==> config.mk <==
export PLATFORM = sky130hd
export DESIGN_NAME = position_button_conditioner
export DESIGN_NICKNAME = d
export VERILOG_FILES = /design/src/rtl/bike_pos_pkg.sv /design/src/rtl/debounce_channel.sv /design/src/rtl/position_button_conditioner.sv
export SDC_FILE = /design/constraint.sdc
export NUM_CORES = 1
export LEC_CHECK = 0
export CAP_MARGIN = 20
export CORE_ASPECT_RATIO = 1.25
export CORE_MARGIN = 8
export CORE_UTILIZATION = 61
export DETAILED_ROUTE_END_ITERATION = 16
export PLACE_DENSITY = 0.8
export SYNTH_ARGS = -nofsm -noshare
export SYNTH_HDL_FRONTEND = slang
export SYNTH_SLANG_ARGS = --single-unit
==> constraint.sdc <==
create_clock -name clk -period 3.3 [get_ports clk]
set_input_delay 0.66 -clock clk [delete_from_list [all_inputs] [get_ports clk]]
set_output_delay 0.66 -clock clk [all_outputs]
set_load 0.005 [all_outputs]
==> src/rtl/bike_pos_pkg.sv <==
// Shared definitions for the bike-position button path: position indices,
// one-hot position codes and a small popcount helper.
package bike_pos_pkg;

    localparam int POS_DROPS = 0;
    localparam int POS_HOODS = 1;
    localparam int POS_TOPS  = 2;
    localparam int POS_BAR   = 3;
    localparam int POS_SEAT  = 4;
    localparam int N_POS     = 5;

    localparam logic [N_POS-1:0] ONEHOT_DROPS = 5'b00001;
    localparam logic [N_POS-1:0] ONEHOT_HOODS = 5'b00010;
    localparam logic [N_POS-1:0] ONEHOT_TOPS  = 5'b00100;
    localparam logic [N_POS-1:0] ONEHOT_BAR   = 5'b01000;
    localparam logic [N_POS-1:0] ONEHOT_SEAT  = 5'b10000;

    function automatic logic [2:0] count_ones(input logic [N_POS-1:0] v);
        logic [2:0] n;
        n = 3'd0;
        for (int i = 0; i < N_POS; i++) begin
            n = n + {2'b00, v[i]};
        end
        return n;
    endfunction

endpackage

==> src/rtl/debounce_channel.sv <==
// One button channel: 2-FF synchroniser, counter debounce of the synchronised
// level, and a registered one-cycle pulse aligned with each accepted rise.
module debounce_channel #(
    parameter int DEBOUNCE_CYCLES = 500_000,
    parameter int CNT_W           = 19
) (
    input  logic clk,
    input  logic reset_n,
    input  logic raw,
    output logic level,
    output logic press
);

    localparam logic [CNT_W-1:0] CNT_LAST = CNT_W'(DEBOUNCE_CYCLES - 1);

    logic             s1;
    logic             s2;
    logic [CNT_W-1:0] cnt;

    always_ff @(posedge clk or negedge reset_n) begin
        if (!reset_n) begin
            s1 <= 1'b0;
            s2 <= 1'b0;
        end else begin
            s1 <= raw;
            s2 <= s1;
        end
    end

    // The counter only runs while s2 disagrees with the accepted level, so any
    // bounce back restarts it and it never passes CNT_LAST.
    always_ff @(posedge clk or negedge reset_n) begin
        if (!reset_n) begin
            cnt   <= '0;
            level <= 1'b0;
            press <= 1'b0;
        end else begin
            press <= 1'b0;
            if (s2 == level) begin
                cnt <= '0;
            end else if (cnt == CNT_LAST) begin
                cnt   <= '0;
                level <= s2;
                press <= s2;
            end else begin
                cnt <= cnt + 1'b1;
            end
        end
    end

endmodule

==> src/rtl/position_button_conditioner.sv <==
// Conditions the five bike-position buttons and tracks the last accepted
// riding position as a one-hot vector, flagging simultaneous presses.
module position_button_conditioner
    import bike_pos_pkg::*;
#(
    parameter int DEBOUNCE_CYCLES = 500_000,
    parameter int CNT_W           = 19
) (
    input  logic             clk,
    input  logic             reset_n,
    input  logic [N_POS-1:0] btn_raw,
    output logic [N_POS-1:0] btn_level,
    output logic [N_POS-1:0] btn_press,
    output logic [N_POS-1:0] position,
    output logic             position_valid,
    output logic             conflict
);

    logic [2:0] press_count;

    for (genvar i = 0; i < N_POS; i++) begin : g_chan
        debounce_channel #(
            .DEBOUNCE_CYCLES(DEBOUNCE_CYCLES),
            .CNT_W          (CNT_W)
        ) u_chan (
            .clk    (clk),
            .reset_n(reset_n),
            .raw    (btn_raw[i]),
            .level  (btn_level[i]),
            .press  (btn_press[i])
        );
    end

    assign press_count = count_ones(btn_press);

    // Several presses in one cycle are ambiguous, so position is left alone.
    always_ff @(posedge clk or negedge reset_n) begin
        if (!reset_n) begin
            position       <= '0;
            position_valid <= 1'b0;
            conflict       <= 1'b0;
        end else begin
            conflict <= 1'b0;
            if (press_count == 3'd1) begin
                position       <= btn_press;
                position_valid <= 1'b1;
            end else if (press_count > 3'd1) begin
                conflict <= 1'b1;
            end
        end
    end

endmodule

### Word-level counts from Yosys, hierarchy flattened

Index checks and enable logic that the tools add are counted.

* register bits after elaboration: 122
* bits in latches: 0
* bits in writable memories: 0
* bits in read-only memories: 0
* input port bits: 7
* output and inout port bits: 17
* word-level logic and storage cells: 81
* memories kept: 0

* add/sub/neg operators: 9
* multipliers: 0
* divide/modulo/power cells: 0
* magnitude comparators: 1
* equal/unequal tests: 11
* shifts and indexed selects: 0
* muxes and demuxes: 22
* bitwise operators: 5
* reduce and logical (&&, ||, !) cells: 5

Operators by type and width (count)
* $mux W19: 10
* $add A19 B1 Y19 const B: 5
* $eq A19 B19 Y1 const B: 5
* $mux W1: 12
* $reduce_and A2 Y1: 5
* $add A3 B1 Y3: 2
* $eq A1 B1 Y1: 5
* $not A1 Y1: 5
* $add A2 B1 Y3: 1
* $eq A3 B1 Y1 const B: 1
* $gt A3 B1 Y1 const B: 1
* $add A1 B1 Y2: 1

### Logic depth before layout (Yosys ltp)

* depth after elaboration: 7
* mapped depth: 7
* mapped depth without buffers: 7

### By module

From an unflattened synthesis, not the netlist that was laid out.

* cell total of the unflattened synthesis: 576
* area total of the unflattened synthesis: 5941.9 µm²

By module, submodules not included
* debounce_channel: times used 5, cells an instance 110, area each 1118.6 µm², seq. area each 575.6 µm²
* position_button_conditioner: times used 1, cells an instance 26, area each 349.1 µm², seq. area each 175.2 µm²

### Least setup slack after synthesis

OpenSTA, ideal clock, no wires.

* path type: register -> register
* start point: reg g_chan[0].u_chan.press
* end point: reg position[0]
* library setup time: 0.125 ns
* data arrival time: 2.400 ns
* data required time: 3.175 ns
* setup slack: 0.776 ns
* cell stages (with the launch flop): 7
* path buffers: 0
* cells stage by stage: dfrtp_1 > inv_1 > fa_1 > fa_1 > ha_1 > nor3_1 > mux2_2

* cells in the longest elaborated chain, start to end: 5

RTL lines
* start, declared: line debounce_channel.sv:11 `output logic press`
* start signal, assigned: line debounce_channel.sv:36 `press <= 1'b0;`
* start signal, assigned: line debounce_channel.sv:38 `press <= 1'b0;`
* start signal, assigned: line debounce_channel.sv:44 `press <= s2;`
* $add A1 B1 Y2: line bike_pos_pkg.sv:22 `n = n + {2'b00, v[i]};`
* $add A2 B1 Y3: line bike_pos_pkg.sv:22
* $add A3 B1 Y3 (2 in series): line bike_pos_pkg.sv:22
* $eq A3 B1 Y1: line position_button_conditioner.sv:44 `if (press_count == 3'd1) begin`
* end signal, assigned: line position_button_conditioner.sv:45 `position <= btn_press;`
* end, declared: line position_button_conditioner.sv:14 `output logic [N_POS-1:0] position,`

Several ways; a longest one is shown, not always the timed one.
A chain may end at the register's enable or synchronous reset.

### Worst setup path after layout

* start point: reg g_chan[0].u_chan.press
* end point: reg position[1]

* cells in the longest elaborated chain, start to end: 5

RTL lines (line)
* $add A1 B1 Y2: bike_pos_pkg.sv:22
* $add A2 B1 Y3: bike_pos_pkg.sv:22
* $add A3 B1 Y3 (2 in series): bike_pos_pkg.sv:22
* $eq A3 B1 Y1: position_button_conditioner.sv:44

No other way between the ends.

==> results.sh <==
export IMPL_drc=0
export IMPL_finalNonFillerCells=726
export IMPL_cts_tree="yes"
export IMPL_grt_pass1_wl_um=20200
export IMPL_synth_top_family_by_area="simple AND/OR/NAND/NOR gates"
export IMPL_async_reset_ff_share_pct=100
export IMPL_grt_pass1_vias=4343
export IMPL_synth_area_leader_cell="dfrtp_1"
export IMPL_fp_coreArea_mm2=0.00946
export IMPL_drt_wl_total_um=11500
export IMPL_combPwrFrac_pct=2.9
export IMPL_critical_path_arrival_ns=3.09
export IMPL_cts_setup_buffers=0
export IMPL_finalSetupTns_ns=0
export IMPL_r2r_cells=6
export IMPL_cts_sinks=122
export IMPL_netlist_area_leader_share_pct=52.6
export IMPL_num_vias=4278
export IMPL_synth_cell_types=42
export IMPL_muxShareOfSynthArea_pct=1.94
export IMPL_status="completed"
export IMPL_p_switching_uw=705
export IMPL_max_freq_mhz=357
export IMPL_cts_root_buf="clkbuf_16"
export IMPL_syn_cell_area_mm2=0.00580
export IMPL_synth_edff_count=0
export IMPL_rows=40
export IMPL_hold_viol_final=0
export IMPL_syn_num_nets=583
export IMPL_synth_area_leaders="dfrtp_1, xnor2_1, nor2_1, xor2_1, nand4_1"
export IMPL_cts_max_path_buffers=2
export IMPL_viasPerCell=5.89
export IMPL_switching_share_pct=21.0
export IMPL_worstSetupPathType="reg -> reg"
export IMPL_maxCapViolCount=0
export IMPL_synth_area_per_cell_um2=10.2
export IMPL_startpoint_type="flop"
export IMPL_cp_max_fo=6
export IMPL_cts_repair_resized=0
export IMPL_skew_ns=0.00380
export IMPL_required_ns=3.59
export IMPL_grt_usage_pct=19.6
export IMPL_path_clk_slew_ns=0.05
export IMPL_reg2reg_to="position[1]$_DFFE_PN0P_"
export IMPL_start_util_pct=61.4
export IMPL_first_iter_violations=270
export IMPL_fp_dieW_um=103
export IMPL_antenna_found_initial=0
export IMPL_grt_max_degree=58
export IMPL_powerDensity_mw_per_mm2=503
export IMPL_htree_levels=4
export IMPL_end_kind="flop"
export IMPL_min_period_ns=2.80
export IMPL_synth_fa_ha_area_share_pct=2.20
export IMPL_port_buffer_count=23
export IMPL_rrSetupSlack_ns=0.50
export IMPL_dp_cells=696
export IMPL_rsz0062_at_grt="false"
export IMPL_ys_flop_type="dfrtp_1"
export IMPL_tightestPinTransition_ns=0.757
export IMPL_drtPass1Iterations=7
export IMPL_cts_made_buffers=17
export IMPL_ir_drop_v=0.000367
export IMPL_synth_commonest_cells="dfrtp_1, nor2_1, xnor2_1, nand2_1, xor2_1"
export IMPL_clk_latency_ns=0.41
export IMPL_ys_seq_area_share_pct=52.6
export IMPL_clkPwrFrac_pct=51.2
export IMPL_synth_xor_area_share_pct=9.96
export IMPL_hpwl_um=7680
export IMPL_fin_nets=605
export IMPL_internal_power_uw=2650
export IMPL_dieArea_mm2=0.0129
export IMPL_routedWlPerCell_um=15.8
export IMPL_ys_ff_latch=122
export IMPL_syn_to_final_growth_pct=14.7
export IMPL_post_route_period_util_pct=85.0
export IMPL_routabilityCongestion=0.901
export IMPL_ant_nets=0
export IMPL_utilization_pct=70.4
export IMPL_synth_simple_area_share_pct=24.4
export IMPL_synthCells=567
export IMPL_leakagePower_uw=0.00274
export IMPL_rr_startpoint="g_chan[0].u_chan.press$_DFF_PN0_"
export IMPL_p_seq_share_pct=45.9
export IMPL_hold_class="in -> async"
export IMPL_synth_compound_gate_area_share_pct=5.28
export IMPL_setup_violations=0
export IMPL_grt_overflow_total=0
export IMPL_yosys_warnings=0
export IMPL_ioPinCount=24
export IMPL_fp_dieH_um=125
export IMPL_cts_hold_fix_buffers=0
export IMPL_drive_gt1_share_pct=9.67
export IMPL_max_slew_margin_pct=49.1
export IMPL_diodes=0
export IMPL_drv_slew=0
export IMPL_post_synth_top_count_cell="dfrtp_1"
-- final cells by class --
type,instances,area [µm²]
well taps,126,158
multi-input cells,400,2540
inverters,20,75.1
fillers,675,2800
repair buffers,28,278
flip-flops and latches,122,3050
clock inverters,8,70.1
clock buffers,22,484
-- power groups by stage --
stage	combinational [µW]	clock [µW]	sequential, µW
2_1_floorplan	43.6	0	1560
3_3_place_gp	92.7	0	1560
3_5_place_dp	97.0	0	1560
4_1_cts	99.4	1740	1540
5_1_grt	112	1820	1540
6_report	96.2	1720	1540
-- stage by stage --
step	setup slack, ns	hold WS (ns)	power (µW)	instance area [µm²]
floorplan	0.776	0.331	1600	5800
global placement	0.595	0.334	1660	6100
detailed placement	0.495	0.335	1660	6100
CTS	0.487	0.203	3380	6660
global route	0.339	0.216	3480	6660
finish	0.495	0.195	3350	6660
-- placed cells by master, fill, tap and decap left out, types with 5 or more instances in the layout --
| master | count |
|---|---|
| ha_1 | 7 |
| or3_1 | 15 |
| dfrtp_1 | 122 |
| mux2_2 | 10 |
| o21ai_0 | 14 |
| and2_1 | 5 |
| nor4_1 | 15 |
| buf_4 | 5 |
| and4_1 | 8 |
| nand4_1 | 27 |
| clkinv_2 | 5 |
| o31ai_1 | 8 |
| nor3_1 | 11 |
| nand2_1 | 34 |
| nand3_1 | 28 |
| and3_1 | 8 |
| xor2_1 | 31 |
| xnor2_1 | 35 |
| clkbuf_16 | 17 |
| or4_1 | 14 |
| clkdlybuf4s50_1 | 22 |
| nor2_1 | 75 |
| a21oi_1 | 24 |
| inv_1 | 20 |
-- worst max-delay path, cell delays in order, from the launching register on --
cell,delay (ns)
dfrtp_1,0.37
inv_1,0.08
fa_1,0.51
fa_1,0.40
ha_1,0.28
nor3_1,0.64
mux2_2,0.41
-- registers in the layout (all words and copies together), names as in the netlist --
| signal | flops |
|---|---|
| g_chan.u_chan.cnt | 95 |
| position_valid | 1 |
| g_chan.u_chan.level | 5 |
| g_chan.u_chan.press | 5 |
| position | 5 |
| g_chan.u_chan.s2 | 5 |
| g_chan.u_chan.s1 | 5 |
| conflict | 1 |
-- logic make-up (layout without fill, tap and decap cells) --
| family | Yosys count | after routing |
|---|---|---|
| multiplexers | 10 | 10 |
| flip-flops | 122 | 122 |
| AND/OR/NAND/NOR | 264 | 264 |
| adder cells (fa/ha/maj) | 9 | 9 |
| AO/OA/AOI/OAI | 51 | 51 |
| buffers and inverters | 45 | 78 |
| XOR/XNOR | 66 | 66 |
-- metal layers --
metal | vias up | track usage [%] | part of all wire [%]
li1 | 2039 | - | -
met1 | 2120 | 23.5 | 42
met2 | 99 | 31.5 | 51
met3 | 20 | 6.05 | 5.2
met4 | 0 | 8.54 | 2.0
met5 | - | 0 | 0
-- worst max path at each step --
stage / start / endpoint / cells past startpoint
floorplan: g_chan[0].u_chan.press$_DFF_PN0_ / position[0]$_DFFE_PN0P_ / 6
global placement: g_chan[0].u_chan.press$_DFF_PN0_ / position[3]$_DFFE_PN0P_ / 6
detailed placement: g_chan[0].u_chan.press$_DFF_PN0_ / position[4]$_DFFE_PN0P_ / 6
CTS: g_chan[0].u_chan.press$_DFF_PN0_ / position[1]$_DFFE_PN0P_ / 6
global route: g_chan[0].u_chan.press$_DFF_PN0_ / position[2]$_DFFE_PN0P_ / 6
finish: g_chan[0].u_chan.press$_DFF_PN0_ / position[1]$_DFFE_PN0P_ / 6
No activity file was read; power rests on OpenSTA's default activity.
